$ cat src/rtl/sparse_mac_job_seq.sv
// sparse_mac_job_seq: job sequencer that streams per-lane SRAM entries into sparse_mac_top
// and returns the single accumulated result with the job tag, guarded by a watchdog.
module sparse_mac_job_seq #(
    parameter int NUM_DECODERS = 2,
    parameter int ADDR_W       = 10,
    parameter int LEN_W        = 8,
    parameter int TAG_W        = 4,
    parameter int TIMEOUT_CYC  = 1024,
    parameter int DATA_W       = 16,
    parameter int ACCUM_W      = 32
) (
    input  logic                                 mac_clk,
    input  logic                                 mac_rst_n,
    input  logic                                 cmd_valid_i,
    output logic                                 cmd_ready_o,
    input  logic [NUM_DECODERS*ADDR_W-1:0]       cmd_base_i,
    input  logic [NUM_DECODERS*LEN_W-1:0]        cmd_len_i,
    input  logic [TAG_W-1:0]                     cmd_tag_i,
    output logic [NUM_DECODERS-1:0]              sram_rd_en_o,
    output logic [NUM_DECODERS*ADDR_W-1:0]       sram_rd_addr_o,
    input  logic [NUM_DECODERS-1:0][DATA_W-1:0]  sram_rd_data_i,
    output logic [NUM_DECODERS-1:0]              mac_sram_valid_o,
    input  logic [NUM_DECODERS-1:0]              mac_sram_ready_i,
    output logic [NUM_DECODERS-1:0][DATA_W-1:0]  mac_sram_data_o,
    input  logic                                 mac_valid_i,
    input  logic [ACCUM_W-1:0]                   mac_data_i,
    output logic                                 res_valid_o,
    input  logic                                 res_ready_i,
    output logic [ACCUM_W-1:0]                   res_data_o,
    output logic [TAG_W-1:0]                     res_tag_o,
    output logic                                 res_err_o,
    output logic                                 busy_o,
    output logic                                 spurious_o,
    output logic [15:0]                          jobs_done_o
);
    localparam int WD_W = $clog2(TIMEOUT_CYC + 1);
    localparam logic [WD_W-1:0] WD_LAST = WD_W'(TIMEOUT_CYC - 1);

    typedef enum logic [1:0] {IDLE, STREAM, WAIT, RESULT} state_t;
    state_t state, state_n;

    logic [NUM_DECODERS*ADDR_W-1:0] base_q;
    logic [NUM_DECODERS*LEN_W-1:0]  len_q;
    logic [WD_W-1:0]                wd_q;
    logic                           captured_q;
    logic [NUM_DECODERS-1:0]        lane_done;
    logic accept, active, cap_now, cap_any, expire, all_done;

    assign accept   = cmd_valid_i && state == IDLE;
    assign active   = state == STREAM || state == WAIT;
    assign cap_now  = active && mac_valid_i && !captured_q;
    assign cap_any  = captured_q || cap_now;
    assign expire   = active && wd_q == WD_LAST;
    assign all_done = &lane_done;

    always_comb begin
        state_n     = state;
        cmd_ready_o = state == IDLE;
        busy_o      = state != IDLE;
        res_valid_o = state == RESULT;
        case (state)
            IDLE:    if (accept) state_n = STREAM;
            STREAM:  if (expire || (all_done && cap_any)) state_n = RESULT;
                     else if (all_done) state_n = WAIT;
            WAIT:    if (expire || cap_any) state_n = RESULT;
            RESULT:  if (res_ready_i) state_n = IDLE;
            default: state_n = IDLE;
        endcase
    end

    always_ff @(posedge mac_clk or negedge mac_rst_n) begin
        if (!mac_rst_n) begin
            state       <= IDLE;
            base_q      <= '0;
            len_q       <= '0;
            wd_q        <= '0;
            captured_q  <= 1'b0;
            res_data_o  <= '0;
            res_tag_o   <= '0;
            res_err_o   <= 1'b0;
            spurious_o  <= 1'b0;
            jobs_done_o <= '0;
        end else begin
            state <= state_n;
            if (accept) begin
                base_q     <= cmd_base_i;
                len_q      <= cmd_len_i;
                res_tag_o  <= cmd_tag_i;
                wd_q       <= '0;
                captured_q <= 1'b0;
                res_data_o <= '0;
                res_err_o  <= 1'b0;
            end
            if (active) wd_q <= wd_q + 1'b1;
            if (cap_now) begin
                captured_q <= 1'b1;
                res_data_o <= mac_data_i;
            end
            // A capture landing in the expiry cycle still counts as a good result
            if (active && state_n == RESULT) res_err_o <= !cap_any;
            if (mac_valid_i && (state == IDLE || state == RESULT)) spurious_o <= 1'b1;
            if (res_valid_o && res_ready_i) jobs_done_o <= jobs_done_o + 1'b1;
        end
    end

    for (genvar g = 0; g < NUM_DECODERS; g++) begin : g_lane
        logic [LEN_W-1:0]  issued, len;
        logic [ADDR_W-1:0] base;
        logic [DATA_W-1:0] mem [2];
        logic [1:0]        cnt, occ;
        logic              pend, rp, wp, pop, issue, flush;
        assign len   = len_q[g*LEN_W +: LEN_W];
        assign base  = base_q[g*ADDR_W +: ADDR_W];
        assign flush = state != STREAM || expire;
        assign pop   = mac_sram_valid_o[g] && mac_sram_ready_i[g];
        // Occupancy after this cycle's pop, counting the read still in flight
        assign occ   = cnt + {1'b0, pend} - {1'b0, pop};
        assign issue = !flush && issued < len && occ < 2'd2;
        assign sram_rd_en_o[g] = issue;
        assign sram_rd_addr_o[g*ADDR_W +: ADDR_W] = issue ? base + ADDR_W'(issued) : '0;
        assign mac_sram_valid_o[g] = cnt != 2'd0;
        assign mac_sram_data_o[g]  = cnt != 2'd0 ? mem[rp] : '0;
        assign lane_done[g] = issued == len && !pend && cnt == 2'd0;
        always_ff @(posedge mac_clk or negedge mac_rst_n) begin
            if (!mac_rst_n) begin
                issued <= '0;
                pend   <= 1'b0;
                cnt    <= '0;
                rp     <= 1'b0;
                wp     <= 1'b0;
                mem[0] <= '0;
                mem[1] <= '0;
            end else if (flush) begin
                pend <= 1'b0;
                cnt  <= '0;
                rp   <= 1'b0;
                wp   <= 1'b0;
                if (accept) issued <= '0;
            end else begin
                pend <= issue;
                cnt  <= occ;
                if (issue) issued <= issued + 1'b1;
                if (pend) begin
                    mem[wp] <= sram_rd_data_i[g];
                    wp      <= !wp;
                end
                if (pop) rp <= !rp;
            end
        end
    end
endmodule

$ cat config.mk
export PLATFORM = sky130hd
export DESIGN_NAME = sparse_mac_job_seq
export DESIGN_NICKNAME = d
export VERILOG_FILES = /design/src/rtl/sparse_mac_job_seq.sv
export SDC_FILE = /design/constraint.sdc
export NUM_CORES = 1
export LEC_CHECK = 0
export ABC_AREA = 1
export BUFFER_PORTS_ARGS = -buffer_cell sky130_fd_sc_hd__buf_2
export CAP_MARGIN = 20
export CORE_MARGIN = 10
export CORE_UTILIZATION = 45
export CTS_BUF_LIST = sky130_fd_sc_hd__clkbuf_8
export DETAILED_ROUTE_END_ITERATION = 8
export GPL_TIMING_DRIVEN = 0
export PLACE_DENSITY = 0.67
export SYNTH_ARGS = -nofsm -noshare
export SYNTH_HDL_FRONTEND = slang
export SYNTH_SLANG_ARGS = --single-unit
export TNS_END_PERCENT = 20
$ cat constraint.sdc
create_clock -name mac_clk -period 4.5 [get_ports mac_clk]
set_clock_uncertainty 0.1 [all_clocks]
set_input_delay 1.35 -clock mac_clk [delete_from_list [all_inputs] [get_ports mac_clk]]
set_output_delay 1.35 -clock mac_clk [all_outputs]
set_load 0.005 [all_outputs]
======== Yosys cells after proc, flatten, opt, wreduce, memory -nomap -nowiden ========
Index checks and enable logic that the tools add are counted.
word-level totals
  word-level logic and storage cells ...... 159
  input bits .............................. 111
  bits in registers ....................... 194
operators by class
  eq/ne operators ......................... 9
  muxes and demuxes ....................... 46
  add/subtract/negate cells ............... 10
  bitwise operators ....................... 5
  magnitude comparators ................... 10
  reductions and logical operators ........ 55
operators with widths
  cell                     count
  $mux W16                 10
  $bwmux W32               2
  $mux W32                 2
  $mux W8                  5
  $demux W16 S1            2
  $reduce_bool A2 Y1       12
  $mux W11                 2
  $add A10 B8 Y10          2
  $logic_and A1 B1 Y1      20
  $mux W10                 2
  $add A16 B1 Y16 const B  1
  $add A8 B1 Y8 const B    2
  $eq A8 B8 Y1             2
  $lt A8 B8 Y1             2
  $mux W2                  7
  $mux W1                  13
  $add A11 B1 Y11 const B  1
  $eq A11 B10 Y1 const B   1
  $reduce_and A2 Y1        5
  $logic_not A1 Y1         9
  $ge A2 B2 Y1 const B     4
  $not A1 Y2               4
  $pmux W2 S4              1
  $eq A2 B2 Y1 const B     3
  10 further kinds         21

======== Logic depth before layout (Yosys ltp) ========
  word-level depth ........................ 12
  depth in mapped cells ................... 17
  gate-level depth less buffers ........... 17

======== Worst setup path before layout ========
Ideal clock, no wire load.
  path kind ............................... input-to-output
  from .................................... input mac_sram_ready_i[1]
  to ...................................... output sram_rd_addr_o[17]
  arrival time ............................ 2,948 ps
  data required time ...................... 3,050 ps
  cell stages on the path ................. 12
  setup slack ............................. 102 ps
  cells stage by stage .................... inv_1 -> nor2_1 -> ha_1 -> inv_1 -> ha_1 -> xnor2_1 -> xor2_1 -> nand4_4 -> inv_2 -> buf_6 -> o21ai_0 -> a21oi_1
on the way
  cells in the longest elaborated chain, start to end .. 5
ends and longest elaborated chain
  item                 RTL line  RTL
  start: declaration   23        input logic [NUM_DECODERS-1:0] mac_sram_ready_i,
  $logic_and A1 B1 Y1  115       assign pop = mac_sram_valid_o[g] && mac_sram_ready_i[g];
  $sub A2 B1 Y2        117       assign occ = cnt + {1'b0, pend} - {1'b0, pop};
  $lt A2 B2 Y1         118       assign issue = !flush && issued < len && occ < 2'd2;
  $logic_and A1 B1 Y1  118
  via g_lane[1].issue  111       logic pend, rp, wp, pop, issue, flush;
  $mux W10             120       assign sram_rd_addr_o[g*ADDR_W +: ADDR_W] = issue ? base + ADDR_W'(issued) : '0;
  end: declaration     20        output logic [NUM_DECODERS*ADDR_W-1:0] sram_rd_addr_o,
The timed path passes the listed nets, and every way through them passes these cells.

======== Worst setup path in the final report ========
  from .................................... input mac_sram_ready_i[1]
  to ...................................... output sram_rd_addr_o[12]
Same word-level chain as after synthesis.

==> reports/summary.md <==
The number of enable-type register cells in the synthesized netlist was 0. The vias per cell works out to 4.94. Most instantiated library cell after synthesis: sky130_fd_sc_hd__nand2_1. The dominant cell type by area after synthesis is sky130_fd_sc_hd__dfrtp_1.

At the pin with the least slew margin, the transition time is 630 ps. The clock passes through at most 2 buffers. The first routing iteration left 581 violations. Power comes to 6.73 mW.

The die is 167 um wide. The share of Yosys cell area claimed by the top area cell type was 0.497. The proportion of synthesized area in mux cells works out to 0.00346.

The starting density of the core was 0.460; the complex-gate fraction of the synthesized area was 0.100. In this run the worst path has a maximum fanout of 5. Compared with the post-synthesis result, the final layout area differs by 22.0%. The clock tree synthesis step divided the H-tree into 4 levels. The root buffer cell chosen for the clock tree is sky130_fd_sc_hd__clkbuf_8. Entering global routing, the biggest net connects 118 pins.

The die covers 28000 um2. The run gives 2 as the number of antenna violations at the first check in global routing. The number of hold violations in the final report came out at 0. Global-route wire length before repair: 43.3 mm.

Sorting the synthesized cells by how often they occur yields 385 x sky130_fd_sc_hd__nand2_1, 194 x sky130_fd_sc_hd__dfrtp_1, 111 x sky130_fd_sc_hd__inv_1. The final critical-path share of the clock period works out to 1.02. The required time reported for the critical path endpoint was 3050 ps. TritonCTS built the clock tree.

In the synthesized netlist the dominant register cell turns out to be sky130_fd_sc_hd__dfrtp_1. Clock latency on the worst-skew pair, taken at its later pin, is 470 ps. For the final hold slack, the log shows 374 ps. The class of the tightest hold or removal check was flop to flop.

The total of buffers placed on input and output ports is 223. The post-synthesis adder-cell area fraction works out to 0.0605. Ratio of cells with drive above 1 in the final layout: 0.243.

For the HPWL after detailed placement, the log shows 19.2 mm. The number of nets in the finished design is 1579, and the via total after detailed routing is 8447. Simple-gate share of the synthesized area: 0.240. Synthesis inferred 194 register bits.

The reported max-cap violation count was 0; the power density relative to cell area was 565 nW/um2. The run gives -77.6 ps as the post-layout worst setup margin. The overall routing resource usage is 0.184.

The placed instances occupy a cell area of 11300 um2. The floorplan step defined a core boundary enclosing 21200 um2. Leaving out filler cells and counting taps, the final layout contains 1710. The layout has 2041 filler cells. CTS saw 194 sinks. For the worst setup slack before clock tree synthesis, the log shows -467 ps. The tools report the number of pins with negative max-slew slack in the final report as 0. Based on the critical path, the design can be clocked at up to 0.218 GHz. By area the synthesized netlist is led by sky130_fd_sc_hd__dfrtp_1 50%, sky130_fd_sc_hd__nand2_1 15%, sky130_fd_sc_hd__ha_1 5.6%. The tools report the footprint of the multi-input gates as 4380 um2. 0 antenna diodes ended up in the layout. The first detailed-routing pass ran for 6 iterations. Dividing the detail-routed wire length by the instance count gives 15.4 um. For the number of remaining DRC errors, the log shows 0.

The worst-case IR drop observed on VDD is 340 uV. The endpoint class of the critical path was an output pin. From bottom edge to top edge, the die measures 167 um. The number of routed nets with antenna violations is 0. Summed over all layers, the routed wires come to 26.3 mm.

The final reports fail on setup timing. For the leakage component of the power, the log shows 6.47 nW. The share of async-settable or async-resettable flops after synthesis is 1.00. The total setup violations reported at the end of the flow was 17. The Yosys step of the flow raised 0 warnings.

Synthesis produced a netlist whose cell count is 1169. The critical path in this run is classified as input port to output pin. Critical path startpoint category: an input port. Subtracting the final worst setup slack from the clock period gives 4580 ps.

The synthesized netlist occupies a cell area of 9770 um2. At the worst endpoint, the arrival time is 3130 ps. The final design utilization is 0.561. In the final layout, flip-flops and latches occupy 4850 um2. The run gives 0 as the total grt overflow. After synthesis, the largest family of logic cells by area is simple AND/OR/NAND/NOR gates.

The via count of the first global-routing pass is 8460. The xor and xnor fraction of the mapped netlist area is 0.0278. The mean cell area of the mapped netlist is 8.35 um2, and the last weighted congestion value of the routability-driven placer is 0.834.

The floorplan has 53 rows. Setup repair after global routing could not meet its margin everywhere. With fillers left out, the area of the finished cells amounts to 11900 um2. The clock transition time at the flip-flop clock pins of the worst setup and hold paths was 90 ps; the distinct cell type count after synthesis was 44. The clock buffer count from CTS is 17, and the setup total negative slack is -724 ps. The tightest slew margin relative to the limit was 0.580. Counting tap cells, the placed design contains a total of 1668 instances. 224 I/O pins were placed. The number of nets produced by synthesis is 1326. The run finished, with violations left. The sequential area share after synthesis was 0.497.
placed cells by master (no fill, tap or decap), drive strengths merged, types with 3 or more instances in the layout:
| cell type | Yosys | final |
|---|---|---|
| a21oi | 66 | 66 |
| buf | 19 | 253 |
| clkbuf | 27 | 45 |
| clkinv | 0 | 4 |
| clkinvlp | 0 | 3 |
| dfrtp | 194 | 194 |
| ha | 44 | 44 |
| inv | 117 | 123 |
| mux2 | 3 | 3 |
| nand2 | 389 | 389 |
| nand3 | 64 | 64 |
| nand4 | 7 | 7 |
| nor2 | 65 | 65 |
| nor3 | 16 | 16 |
| nor3b | 3 | 3 |
| o21ai | 106 | 106 |
| o31ai | 5 | 5 |
| xnor2 | 17 | 17 |
| xor2 | 14 | 14 |
metal layers:
metal,up-vias,GRT usage,routed length (um)
met4,4,0.0484,354
li1,4233,-,-
met3,29,0.0508,1570
met1,3962,0.240,12100
met5,-,0,27
met2,219,0.293,12300
worst max-delay path, cell delays in order:
cell	delay, ps
sky130_fd_sc_hd__buf_8	100
sky130_fd_sc_hd__inv_4	50
sky130_fd_sc_hd__nor2_4	40
sky130_fd_sc_hd__ha_4	280
sky130_fd_sc_hd__inv_2	40
sky130_fd_sc_hd__ha_4	150
sky130_fd_sc_hd__xnor2_2	130
sky130_fd_sc_hd__xor2_1	180
sky130_fd_sc_hd__buf_4	150
sky130_fd_sc_hd__nand4_4	100
sky130_fd_sc_hd__inv_2	120
sky130_fd_sc_hd__buf_6	140
sky130_fd_sc_hd__o21ai_2	50
sky130_fd_sc_hd__a21oi_1	110
sky130_fd_sc_hd__buf_2	130
path summary, 6_finish.rpt:
| kind | startpoint | endpoint | slack, ps | cells after the start |
|---|---|---|---|---|
| worst max-delay path | mac_sram_ready_i[1] | sram_rd_addr_o[12] | -80 | 15 |
| worst min-delay path | g_lane[1].mem[25]$_DFFE_PN0P_ | g_lane[1].mem[25]$_DFFE_PN0P_ | 370 | 2 |
| worst max register to register | g_lane[1].cnt[0]$_DFF_PN0_ | g_lane[1].issued[3]$_DFFE_PN0P_ | 1670 | 16 |
| worst min register to register | g_lane[1].mem[25]$_DFFE_PN0P_ | g_lane[1].mem[25]$_DFFE_PN0P_ | 370 | 2 |
| max in group asynchronous | mac_rst_n | state[0]$_DFF_PN0_ | 2560 | 2 |
| min in group asynchronous | mac_rst_n | g_lane[1].mem[10]$_DFFE_PN0P_ | 720 | 1 |
state kept, by name (all words and copies together), names as in the netlist, 2 cells and up:
| register | count |
|---|---|
| base_q | 20 |
| g_lane.cnt | 4 |
| g_lane.issued | 16 |
| g_lane.mem | 64 |
| g_lane.pend | 2 |
| g_lane.rp | 2 |
| g_lane.wp | 2 |
| jobs_done_o | 16 |
| len_q | 16 |
| res_data_o | 32 |
| res_tag_o | 4 |
| state | 2 |
| wd_q | 11 |
cell type report:
class	instances	area share
buffer	46	0.0210
timing repair buffer	234	0.105
multi-input combinational	812	0.367
clock inverter	14	0.0121
tap	275	0.0289
clock buffer	18	0.0208
sequential	194	0.408
inverter	117	0.0379
what timing repair did:
item                                    in CTS  in global routing
pin swaps                                   10                  9
endpoints found under the setup margin      22                 22
resized for setup                           36                 17
hold buffers                                 0                  0
buffers inserted                             6                  2
cloned                                       2                  0
power by group:
| part | internal (mW) | switching, mW |
|---|---|---|
| sequential | 2.15 | 0.242 |
| clock | 0.471 | 0.683 |
| combinational | 1.34 | 1.84 |
cells by family (layout without fill, tap and decap cells):
group	after synthesis	after routing
multiplexers	3	3
buffers and inverters	163	429
AND/OR/NAND/NOR	547	547
AO/OA/AOI/OAI	185	185
flip-flops	194	194
adder cells (fa/ha/maj)	46	46
XOR/XNOR	31	31
Power figures use the tool's default switching activity.
